[src/rtl/channel_merge_arb.sv]
// K-input merge: per-input FIFOs drained by a round-robin / fixed-priority arbiter into one
// registered output word {src, data}. Optional counters enabled by `define CHANNEL_MERGE_CNT_EN.
module channel_merge_arb #(
   parameter int unsigned N  = 32,
   parameter int unsigned K  = 4,
   parameter int unsigned D  = 4,
   parameter int unsigned NS = (K > 1 ? $clog2(K) : 1)
) (
   input  logic            clk,
   input  logic            reset,
   input  logic [K*N-1:0]  in_d,
   input  logic [K-1:0]    in_v,
   output logic [K-1:0]    in_a,
   output logic [N+NS-1:0] out_d,
   output logic            out_v,
   input  logic            out_a,
   input  logic            mode,
   input  logic            stall,
   input  logic            clr_cnt,
   output logic [K*16-1:0] cnt
);

   localparam int unsigned AW = $clog2(D);

   logic [N-1:0]    mem [K][D];
   logic [AW:0]     wptr_q [K];
   logic [AW:0]     rptr_q [K];
   logic [K-1:0]    full;
   logic [K-1:0]    empty;
   logic [K-1:0]    push;
   logic [K-1:0]    pop;
   logic            ready_q;

   logic [NS-1:0]   ptr_q;
   logic [NS-1:0]   base;
   logic            mode_q;
   logic            mode_edge;
   logic            or_free;
   logic            arb_en;
   logic            found;
   logic [NS-1:0]   grant;
   logic [NS-1:0]   ptr_next;
   logic [N-1:0]    head;

   logic            out_v_q;
   logic [N+NS-1:0] out_d_q;

   // Ready is held low in reset and rises on the first edge after release.
   always_comb begin
      for (int unsigned i = 0; i < K; i++) begin
         empty[i] = (wptr_q[i] == rptr_q[i]);
         full[i]  = (wptr_q[i][AW] != rptr_q[i][AW]) &&
                    (wptr_q[i][AW-1:0] == rptr_q[i][AW-1:0]);
         in_a[i]  = ready_q && !full[i];
         push[i]  = in_v[i] && in_a[i];
      end
   end

   assign mode_edge = (mode != mode_q);
   assign base      = mode_edge ? '0 : ptr_q;
   assign or_free   = !out_v_q || out_a;

   always_comb begin
      int unsigned idx;
      found = 1'b0;
      grant = '0;
      idx   = 0;
      for (int unsigned o = 0; o < K; o++) begin
         idx = mode ? o : (32'(base) + o) % K;
         for (int unsigned i = 0; i < K; i++) begin
            if (!found && (i == idx) && !empty[i]) begin
               found = 1'b1;
               grant = NS'(i);
            end
         end
      end
   end

   assign arb_en   = or_free && !stall && found;
   assign ptr_next = NS'((32'(grant) + 1) % K);

   always_comb begin
      head = '0;
      for (int unsigned i = 0; i < K; i++) begin
         pop[i] = arb_en && (grant == NS'(i));
         if (grant == NS'(i)) begin
            head = mem[i][rptr_q[i][AW-1:0]];
         end
      end
   end

   always_ff @(posedge clk) begin
      for (int unsigned i = 0; i < K; i++) begin
         if (push[i]) begin
            mem[i][wptr_q[i][AW-1:0]] <= in_d[i*N +: N];
         end
      end
   end

   always_ff @(posedge clk or negedge reset) begin
      if (!reset) begin
         for (int unsigned i = 0; i < K; i++) begin
            wptr_q[i] <= '0;
            rptr_q[i] <= '0;
         end
         ready_q <= 1'b0;
      end else begin
         for (int unsigned i = 0; i < K; i++) begin
            if (push[i]) wptr_q[i] <= wptr_q[i] + 1'b1;
            if (pop[i])  rptr_q[i] <= rptr_q[i] + 1'b1;
         end
         ready_q <= 1'b1;
      end
   end

   // Fixed-priority grants leave ptr alone; any mode change restarts it at 0.
   always_ff @(posedge clk or negedge reset) begin
      if (!reset) begin
         ptr_q   <= '0;
         mode_q  <= 1'b0;
         out_v_q <= 1'b0;
         out_d_q <= '0;
      end else begin
         mode_q <= mode;
         if (arb_en && !mode) begin
            ptr_q <= ptr_next;
         end else if (mode_edge) begin
            ptr_q <= '0;
         end
         if (arb_en) begin
            out_v_q <= 1'b1;
            out_d_q <= {grant, head};
         end else if (out_v_q && out_a) begin
            out_v_q <= 1'b0;
         end
      end
   end

   assign out_v = out_v_q;
   assign out_d = out_d_q;

`ifdef CHANNEL_MERGE_CNT_EN
   logic [15:0] cnt_q [K];

   always_ff @(posedge clk or negedge reset) begin
      if (!reset) begin
         for (int unsigned i = 0; i < K; i++) cnt_q[i] <= '0;
      end else begin
         for (int unsigned i = 0; i < K; i++) begin
            if (clr_cnt) begin
               cnt_q[i] <= '0;
            end else if (push[i] && (cnt_q[i] != 16'hFFFF)) begin
               cnt_q[i] <= cnt_q[i] + 16'd1;
            end
         end
      end
   end

   always_comb begin
      for (int unsigned i = 0; i < K; i++) cnt[i*16 +: 16] = cnt_q[i];
   end
`else
   logic unused_clr_cnt;
   assign unused_clr_cnt = clr_cnt;
   assign cnt = '0;
`endif

endmodule

[config.mk]
export PLATFORM = sky130hd
export DESIGN_NAME = channel_merge_arb
export DESIGN_NICKNAME = d
export VERILOG_FILES = /design/src/rtl/channel_merge_arb.sv
export SDC_FILE = /design/constraint.sdc
export NUM_CORES = 1
export LEC_CHECK = 0
export CORE_UTILIZATION = 35
export CTS_CLUSTER_SIZE = 28
export DETAILED_ROUTE_END_ITERATION = 8
export PLACE_DENSITY = 0.5
export SYNTH_ARGS = -nofsm -noshare
export SYNTH_HDL_FRONTEND = slang
export SYNTH_SLANG_ARGS = --single-unit
[constraint.sdc]
create_clock -name clk -period 4 [get_ports clk]
set_input_delay 0.8 -clock clk [delete_from_list [all_inputs] [get_ports clk]]
set_output_delay 0.8 -clock clk [all_outputs]
set_load 0.02 [all_outputs]
==> results.json, run 1 <==
{
  "viasPerCell": 4.96,
  "crit_family": "buffers and inverters",
  "grt_pass1_vias": 11800,
  "setup_viol": 0,
  "netlist_top_cells_area": "edfxtp_1 65%, mux4_2 12%, dfrtp_1 6.7%, buf_4 2.3%, a221oi_2 1.9%",
  "ys_types": 70,
  "postCtsHoldBufs": 0,
  "worstPathCellList": "xor2_2 -> nor2_1 -> a21boi_0 -> clkdlybuf4s50_1",
  "overflow": 0,
  "cp.arrival_ps": 2690,
  "ys.warnings.count": 0,
  "final_util_pct": 43.1,
  "core-area_um2": 66200,
  "fin_crit_sh_pct": 87.3,
  "clkTransAtPathRegs_ps": 60,
  "use_met1_pct": 23.6,
  "routed_wirelength_um": 56600,
  "dp_hpwl_um": 36400,
  "clk_latency_ps": 630,
  "synth_edf_count": 512,
  "synthFlopType": "edfxtp_1",
  "p_leak_nw": 9.50,
  "drv_cap": 0,
  "post_cts_buffers": 0,
  "power_frac_seq_pct": 36.1,
  "cts_resized": 0,
  "grt_usage_pct": 16.8,
  "gp_congestion": 0.817,
  "end_kind": "output pin",
  "layout.nets": 1576,
  "cts_made_buffers": 60,
  "cp_slowest_cell": "clkdlybuf4s50_1",
  "pwr-share-clk_pct": 25.8,
  "fin_crit_ps": 3490,
  "cts_sinks": 575,
  "slew_headroom_pct": 36.9,
  "hold_ws_ps": 300,
  "grt.busiest_layer": "met2",
  "netlist.area_leader.share_pct": 65.1,
  "use_met3_pct": 2.43,
  "antenna_found_initial": 2,
  "grt_max_degree": 64,
  "dr.pass1.iters": 5,
  "worstSetupPathType": "flop to output pin",
  "ant_nets": 0,
  "clockBufferDepth": 3,
  "status": "complete, no violations",
  "cp_max_fo": 6,
  "netlist_area_um2": 23600,
  "drc": 0,
  "synth_cells": 1168,
  "slew_violations": 0,
  "p_int_mw": 14.7,
  "rsz0062_at_grt": "no",
  "synth_area_leader_cell": "edfxtp_1",
  "htree_levels": 2,
  "avgSynthCellArea_um2": 20.2,
  "worst_setup_path_start_kind": "flop",
  "num_vias": 11600,
  "final_cells": 2332,
  "die_h_um": 262,
  "drtIter0Drc": 628,
  "grt_pass1_wl_um": 82500,
  "pwr-share-comb_pct": 38.0,
  "p_per_area_nw_per_um2": 771,
  "critPathBufInv": 1,
  "crit_path_max_incr_delay_ps": 730,
  "sw_frac_of_total_pct": 33.3,
  "rows": 94,
  "ys_seq_area_share_pct": 71.8,
  "die_x_um": 262,
  "start_util_pct": 35.6,
  "ys_ff_latch": 575,
  "hold_violations": 0,
  "fin_skew_ps": 26.8,
  "tritoncts": "yes",
  "hold_path_class": "primary input to asynchronous set/reset pin",
  "placed_cells": 2218,
  "required_ps": 3200,
  "port_buffers": 175,
  "use_met2_pct": 27.1,
  "max_slew.worst_pin.slew_ps": 946,
  "io_pins": 241,
  "fp.dieArea_um2": 68500,
  "peakVddDrop_mv": 0.562,
  "root_buffer": "clkbuf_16",
  "fmax_ghz": 0.286,
  "switching_power_mw": 7.33,
  "n_fill_cell": 5786,
  "wl_per_cell_um": 24.3,
  "async_flop_share_pct": 11.0,
  "area_growth_pct": 20.9,
  "drive_above_1_share_pct": 27.0
}
-- state kept, by name, summed over array words and instances (netlist names) --
name,flops
mem,512
mode_q,1
out_d,34
out_v,1
ptr_q,2
ready_q,1
rptr_q,12
wptr_q,12
-- power by group through the flow --
stage | clock network [mW] | registers [mW] | logic (mW)
global placement | 0 | 8.06 | 8.60
finish | 5.68 | 7.95 | 8.37
CTS | 5.83 | 7.97 | 8.64
detailed placement | 0 | 8.09 | 8.62
floorplan | 0 | 8.07 | 5.07
global route | 6.05 | 8.04 | 8.92
-- metal layers --
| layer | part of all wire, % | up-vias |
|---|---|---|
| li1 | - | 5147 |
| met1 | 45 | 6080 |
| met2 | 49 | 266 |
| met3 | 3.8 | 65 |
| met4 | 2.0 | 0 |
| met5 | 0 | - |
-- synthesized netlist by cell type (all sizes together), types with 18 or more instances --
library cell / number
mux4: 128
nand2: 44
edfxtp: 512
a221oi: 32
nor2b: 33
clkbuf: 34
ha: 22
xnor2: 18
and3: 18
dfrtp: 63
buf: 93
o31ai: 32
a2bb2oi: 33
-- area by class of cell --
type | count | area (um2) | share of cell area (%)
diodes | 1 | 2.50 | 0.00877
repair buffers | 250 | 2390 | 8.36
clock inverters | 39 | 403 | 1.41
flip-flops and latches | 575 | 17000 | 59.4
multi-input cells | 518 | 6050 | 21.2
inverters | 11 | 41.3 | 0.145
well taps | 864 | 1080 | 3.79
clock buffers | 74 | 1630 | 5.70
-- worst paths after layout --
kind,startpoint,to,slack [ps],depth (start not counted)
worst max register to register,ptr_q[0],out_d[12],530,11
worst min register to register,rptr_q[2],rptr_q[2],490,1
max in group asynchronous,reset,rptr_q[6],3020,1
worst max-delay path,wptr_q[9],in_a[0],510,4
min in group clk,rptr_q[2],rptr_q[2],490,1
worst min-delay path,reset,out_d[17],300,1
-- through the flow --
step	setup WS, ps	power (mW)	area [um2]	TNS, ps
floorplan	442	13.1	23800	0
global placement	-62.7	16.7	26500	-1020
detailed placement	-104	16.7	26500	-1510
CTS	501	22.4	28500	0
global route	256	23.0	28500	0
finish	507	22.0	28500	0
-- placed cells by master (no fill, tap or decap), types with 4 or more instances in the layout --
cell             instances
a2bb2oi_1               33
xor2_1                  11
xnor2_2                  4
xnor2_1                 14
nand3_1                  6
o31ai_2                 30
buf_4                   70
nand2_1                 43
a221oi_2                30
mux4_2                 128
nor2_1                  11
edfxtp_1               512
clkinv_4                 6
clkdlybuf4s50_1        174
clkbuf_16               62
ha_1                    20
inv_1                   11
clkinvlp_4               5
dfrtp_1                 59
clkbuf_1                 9
clkinv_1                11
conb_1                  65
clkinv_2                 9
buf_12                   6
nor2b_1                 33
dfrtp_2                  4
and3_1                  17
mux2_2                   6
bufinv_16                7
-- cell families (layout without fill, tap and decap cells) --
logic type / count (synthesis) / count (layout) / share of synthesized area (%)
other: 2 / 66 / 0.0318
muxes: 137 / 137 / 12.7
buffers and inverters: 138 / 374 / 3.59
and+or+nand+nor: 128 / 128 / 3.01
adders and majority gates: 22 / 22 / 1.17
AOI/OAI and AO/OA: 135 / 135 / 6.40
xor gates and xnor gates: 31 / 31 / 1.34
DFF: 575 / 575 / 71.8
No activity file was read; power rests on OpenSTA's default activity.
==> run 2, diff against run 1 <==
--- a/config.mk
+++ b/config.mk
@@ -5,10 +5,12 @@
 export SDC_FILE = /design/constraint.sdc
 export NUM_CORES = 1
 export LEC_CHECK = 0
-export CORE_UTILIZATION = 35
+export ABC_AREA = 1
+export CORE_UTILIZATION = 50
 export CTS_CLUSTER_SIZE = 28
 export DETAILED_ROUTE_END_ITERATION = 8
-export PLACE_DENSITY = 0.5
+export PLACE_DENSITY = 0.67
+export SKIP_CTS_REPAIR_TIMING = 1
 export SYNTH_ARGS = -nofsm -noshare
 export SYNTH_HDL_FRONTEND = slang
 export SYNTH_SLANG_ARGS = --single-unit
==> run 2 against run 1 <==
Register-to-register slack lost 170 ps. Clock skew up 8.9 ps. Count of clock-buffer cells in the layout up 3. Synthesized area up 1.7%. Largest cell class unchanged. Combinational power down 10%. Hold slack is essentially flat. Critical path type is now flop to flop. Die area decreased by 29%. Synthesized cell count increased by 68%. Sequential power fell by 2%. Sequential cell count stayed put.
==> results.json, run 2 <==
{
  "final_cells": 2830,
  "synthFlopType": "edfxtp_1",
  "cts_sinks": 575,
  "async_flop_share_pct": 11.0,
  "mostFrequentLayoutCell": "edfxtp_1",
  "netlist_top_cells_area": "edfxtp_1 64%, dfrtp_1 6.6%, nand2_1 4.6%, nor2_1 4.5%, o21ai_0 4.2%",
  "synth_top_family_by_area": "simple AND/OR/NAND/NOR gates",
  "drive_above_1_share_pct": 11.5,
  "required_ps": 4560,
  "synth_fa_ha_area_share_pct": 1.15,
  "routed_wirelength_um": 58600,
  "grt_pass1_vias": 14600,
  "grt_pass1_wl_um": 87200,
  "hold_ws_ps": 300,
  "ys_types": 47,
  "wl_per_cell_um": 20.7,
  "power_frac_seq_pct": 38.0,
  "fin_crit_sh_pct": 91.0,
  "clk_latency_ps": 620,
  "die_h_um": 221,
  "avgSynthCellArea_um2": 12.3,
  "p_per_area_nw_per_um2": 721,
  "start_util_pct": 51.2,
  "synth_common_cells": "512 x edfxtp_1, 295 x nand2_1, 288 x nor2_1",
  "ys_seq_area_share_pct": 70.6,
  "p_int_mw": 13.1,
  "cp_slowest_cell": "dfrtp_1",
  "antenna_cells": 0,
  "layout.nets": 2336,
  "die_x_um": 221,
  "end_kind": "flop",
  "overflow": 0,
  "netlist.area_leader.share_pct": 64.0,
  "htree_levels": 2,
  "synth_xor_xnor_area_share_pct": 0.620,
  "antenna_found_initial": 1,
  "max_slew.worst_pin.slew_ps": 894,
  "synth_compound_area_share_pct": 10.9,
  "io_pins": 241,
  "num_vias": 15700,
  "sw_frac_of_total_pct": 36.3,
  "hold_violations": 0,
  "clockBufferDepth": 3,
  "viasPerCell": 5.54,
  "p_leak_nw": 10.5,
  "drtIter0Drc": 1522,
  "clkTransAtPathRegs_ps": 60,
  "rsz0062_at_grt": "no",
  "fin_crit_ps": 3640,
  "gp_congestion": 0.834,
  "core-area_um2": 47000,
  "cp.arrival_ps": 4190,
  "root_buffer": "clkbuf_16",
  "area_growth_pct": 18.5,
  "cts_made_buffers": 56,
  "pwr-share-clk_pct": 25.4,
  "grt_usage_pct": 23.7,
  "ys_ff_latch": 575,
  "worstSetupPathType": "flop to flop",
  "grt_max_degree": 67,
  "dp_hpwl_um": 36800,
  "final_cell_mix": "512 x edfxtp_1, 295 x nand2_1, 272 x nor2_1",
  "peakVddDrop_mv": 0.419,
  "slew_headroom_pct": 40.4,
  "synth_cells": 1959,
  "cp_max_fo": 34,
  "setup_viol": 0,
  "switching_power_mw": 7.45,
  "worst_setup_path_start_kind": "flop",
  "dr.pass1.iters": 5,
  "fin_skew_ps": 35.7,
  "largest_reg_flops": 512,
  "rows": 79,
  "tritoncts": "yes",
  "crit_path_max_incr_delay_ps": 430,
  "fp.dieArea_um2": 48900,
  "drv_cap": 0,
  "pwr-share-comb_pct": 36.6,
  "status": "complete, no violations",
  "ant_nets": 0,
  "fmax_ghz": 0.275,
  "hold_path_class": "primary input to asynchronous set/reset pin",
  "slew_violations": 0,
  "port_buffers": 175,
  "drc": 0,
  "muxShareOfSynthArea_pct": 0,
  "yosysMostFrequentCell": "edfxtp_1",
  "placed_cells": 2725,
  "synth_edf_count": 512,
  "netlist_area_um2": 24000,
  "synth_area_leader_cell": "edfxtp_1",
  "ys.warnings.count": 0,
  "yosys.area_share.simple_pct": 11.7
}
==> run 2: cell types whose count changed after synthesis, moves of 32 or more <==
cell / change
nor2b_1: -33
clkbuf_1: +53
nand2_1: +252
a21oi_1: +73
a221o_1: +32
mux4_2: -128
o22ai_1: +87
o21ai_0: +199
a2bb2oi_1: -33
inv_1: +47
nor2_1: +277
==> run 2: through the flow <==
step	area, um2	utilization, %	setup WS, ps	total power, mW	TNS, ps
2_1_floorplan	24300	-	471	12.1	0
3_3_place_gp	26600	56.7	-319	15.2	-8290
3_5_place_dp	26600	56.7	-359	15.4	-9280
4_1_cts	28400	60.6	272	20.6	0
5_1_grt	28500	60.6	32.4	21.5	0
6_report	28500	60.6	361	20.5	0
==> run 2: layer usage <==
layer	global-route usage [%]	share of wire, %	vias to the layer above
li1	-	-	7283
met1	32.5	42	7635
met2	36.8	46	653
met3	4.78	7.8	94
met4	10.6	4.2	2
met5	0	0.019	-
==> run 2: worst max-delay path: cells and delay by family, from the launching register on <==
family,cells,cell delay [ps]
flip-flops,1,430
AND/OR/NAND/NOR,17,1810
buffers and inverters,5,700
AO/OA/AOI/OAI,2,460
adder cells (fa/ha/maj),1,170
==> run 2: final cells by class <==
class / instances / area [um2]
sequential: 575 / 17000
tap: 607 / 759
clock inverter: 28 / 290
clock buffer: 77 / 1530
fill: 3626 / 18500
timing repair buffer: 266 / 2530
multi-input combinational: 1208 / 6120
inverter: 69 / 264
==> run 2: kinds of logic after synthesis <==
family,after synthesis
simple gates,667
fa+ha+maj,22
other cells,2
compound gates,437
flops,575
xor+xnor,17
buf+inv,239
==> run 2: path summary, 6_finish.rpt <==
path                                 from        end  slack [ps]  cells after the start
worst max-delay path            wptr_q[9]  out_d[19]         360                     25
worst min-delay path                reset  wptr_q[0]         300                      1
worst max register to register  wptr_q[9]  out_d[19]         360                     25
worst min register to register   out_d[0]   out_d[0]         490                      2
max in group asynchronous           reset  rptr_q[6]        3040                      1
min in group clk                     mode     mode_q         440                      1
==> run 2: power groups by stage <==
stage / clock, mW / combinational (mW) / sequential [mW]
finish: 5.21 / 7.51 / 7.80
global route: 5.53 / 8.10 / 7.87
CTS: 5.29 / 7.51 / 7.80
detailed placement: 0 / 7.47 / 7.92
global placement: 0 / 7.31 / 7.90
floorplan: 0 / 4.10 / 8.03
==> run 3, diff against run 2 <==
--- a/config.mk
+++ b/config.mk
@@ -10,7 +10,6 @@
 export CTS_CLUSTER_SIZE = 28
 export DETAILED_ROUTE_END_ITERATION = 8
 export PLACE_DENSITY = 0.67
-export SKIP_CTS_REPAIR_TIMING = 1
 export SYNTH_ARGS = -nofsm -noshare
 export SYNTH_HDL_FRONTEND = slang
 export SYNTH_SLANG_ARGS = --single-unit
==> constraint.sdc (replaced) <==
create_clock -name clk -period 4 [get_ports clk]
set_input_delay 0.6 -clock clk [delete_from_list [all_inputs] [get_ports clk]]
set_output_delay 0.6 -clock clk [all_outputs]
set_load 0.02 [all_outputs]
==> run 3 against run 2 <==
Wire length decreased by 0.26%. Non-clock buffer count shrank 1. Clock skew is 16 ps lower. Worst setup slack worse by 130 ps. Critical path type unchanged. Final cell count hardly changed. Total power about the same. Core utilization about the same. Via count down 0.19%. First-iteration DRC count decreased by 3.5%.
==> results.json, run 3 (synthesized netlist as in run 2, its figures left out) <==
{
  "status": "complete, no violations",
  "peakVddDrop_mv": 0.437,
  "crit_path_max_incr_delay_ps": 430,
  "final_cells": 2831,
  "max_slew.worst_pin.slew_ps": 908,
  "setup_viol": 0,
  "hold_violations": 0,
  "tritoncts": "yes",
  "reg2reg_slack_ps": 230,
  "cp_slowest_cell": "dfrtp_1",
  "mostFrequentLayoutCell": "edfxtp_1",
  "timing.final.ws_setup_ps": 232,
  "worstPathCellList": "inv_1 -> nand2_1 -> nand2_1 -> nand3_1 -> nand2_1 -> nand2_2 -> nor2_4 -> nand3_1 -> a21oi_1 -> nand3_1 -> nor2_1 -> nand3_1 -> nand3_1 -> nand2_1 -> inv_2 -> nand2_4 -> inv_1 -> ha_1 -> clkinv_1 -> buf_4 -> nor2_1 -> nor2_1 -> nand2_1 -> nand3_1",
  "timing.rr.end": "out_d[17]",
  "place_area_um2": 26600,
  "start_util_pct": 51.2,
  "wl_per_cell_um": 20.6,
  "dr.pass1.iters": 6,
  "cp_max_fo": 23,
  "die_h_um": 221,
  "cts_sinks": 575,
  "antenna_found_initial": 1,
  "drc": 0,
  "total_power_mw": 20.5,
  "clockBufferDepth": 3,
  "fmax_ghz": 0.265,
  "rsz0062_at_grt": "no",
  "ant_nets": 0,
  "r2r_cells": 24,
  "dp_slack_ps": -231,
  "slew_violations": 0,
  "layout.nets": 2336,
  "worstSetupPathType": "flop to flop",
  "cts_resized": 0,
  "drive_above_1_share_pct": 11.8,
  "placed_cells": 2724,
  "overflow": 0,
  "final_cell_mix": "512 x edfxtp_1, 295 x nand2_1, 272 x nor2_1",
  "crit_top_cell": "nand3_1",
  "drv_cap": 0,
  "post_cts_buffers": 0,
  "core-area_um2": 47000,
  "drtIter0Drc": 1468,
  "grt_pass1_vias": 14600,
  "viasPerCell": 5.52,
  "area_growth_pct": 18.6,
  "htree_levels": 2,
  "grt_max_degree": 67,
  "postCtsHoldBufs": 0,
  "r2r_start": "wptr_q[9]",
  "port_buffers": 175,
  "fin_crit_ps": 3770,
  "routed_wirelength_um": 58500,
  "end_kind": "flop",
  "root_buffer": "clkbuf_16",
  "cp.arrival_ps": 4260,
  "io_pins": 241,
  "fp.dieArea_um2": 48900,
  "final_area_um2": 28500,
  "critPathBufInv": 5,
  "clk_latency_ps": 610,
  "dp_hpwl_um": 36600,
  "fin_crit_sh_pct": 94.2,
  "largest_reg_flops": 512,
  "hold_ws_ps": 94.4,
  "gp_congestion": 0.857,
  "clkTransAtPathRegs_ps": 60,
  "cts_made_buffers": 57,
  "rows": 79,
  "p_leak_nw": 10.5,
  "crit_family": "simple AND/OR/NAND/NOR gates",
  "fin_skew_ps": 20.0,
  "grt_usage_pct": 23.7,
  "die_x_um": 221,
  "required_ps": 4490,
  "worst_setup_path_start_kind": "flop",
  "p_per_area_nw_per_um2": 720,
  "grt_pass1_wl_um": 87300,
  "num_vias": 15600,
  "n_fill_cell": 3602,
  "hold_path_class": "primary input to asynchronous set/reset pin",
  "slew_headroom_pct": 39.5
}
## run 3: through the flow
step | util (%) | setup TNS, ps
final | 60.6 | 0
after global routing | 60.6 | 0
after CTS | 60.6 | 0
after detailed placement | 56.7 | -4740
after global placement | 56.7 | -3750
after floorplan | - | 0
## run 3: per-layer routing
metal  wire length (um)  GRT usage, %  vias to the layer above
met1              25200          33.8                     7659
met2              27300          36.9                      605
li1                   -             -                     7284
met5                  0             0                        -
met3               3900          3.56                       90
met4               2040          9.29                        0
## run 3: layout make-up
| cell class | instances | area [um2] | area share (%) |
|---|---|---|---|
| Tap cell | 607 | 759 | 2.67 |
| Antenna cell | 1 | 2.50 | 0.00879 |
| Timing Repair Buffer | 265 | 2520 | 8.87 |
| Inverter | 69 | 264 | 0.927 |
| Sequential cell | 575 | 17000 | 59.5 |
| Clock inverter | 39 | 324 | 1.14 |
| Multi-Input combinational cell | 1208 | 6120 | 21.5 |
| Clock buffer | 67 | 1530 | 5.36 |
## run 3: where the power goes
part           internal [mW]  switching, mW  leakage [nW]
registers               7.44          0.363          5.40
clock network           3.04           2.21         0.904
logic                   2.58           4.87          4.24
total                   13.1           7.45          10.5
## run 3: worst max path at each step
stage | start | slack, ps | to | cells after the start
5_1_grt | wptr_q[9] | 40 | out_d[14] | 25
3_5_place_dp | mode | -230 | out_d[13] | 25
2_1_floorplan | mode | 670 | out_d[10] | 22
4_1_cts | wptr_q[9] | 300 | out_d[13] | 24
6_report | wptr_q[9] | 230 | out_d[17] | 24
3_3_place_gp | mode | -200 | out_d[13] | 25
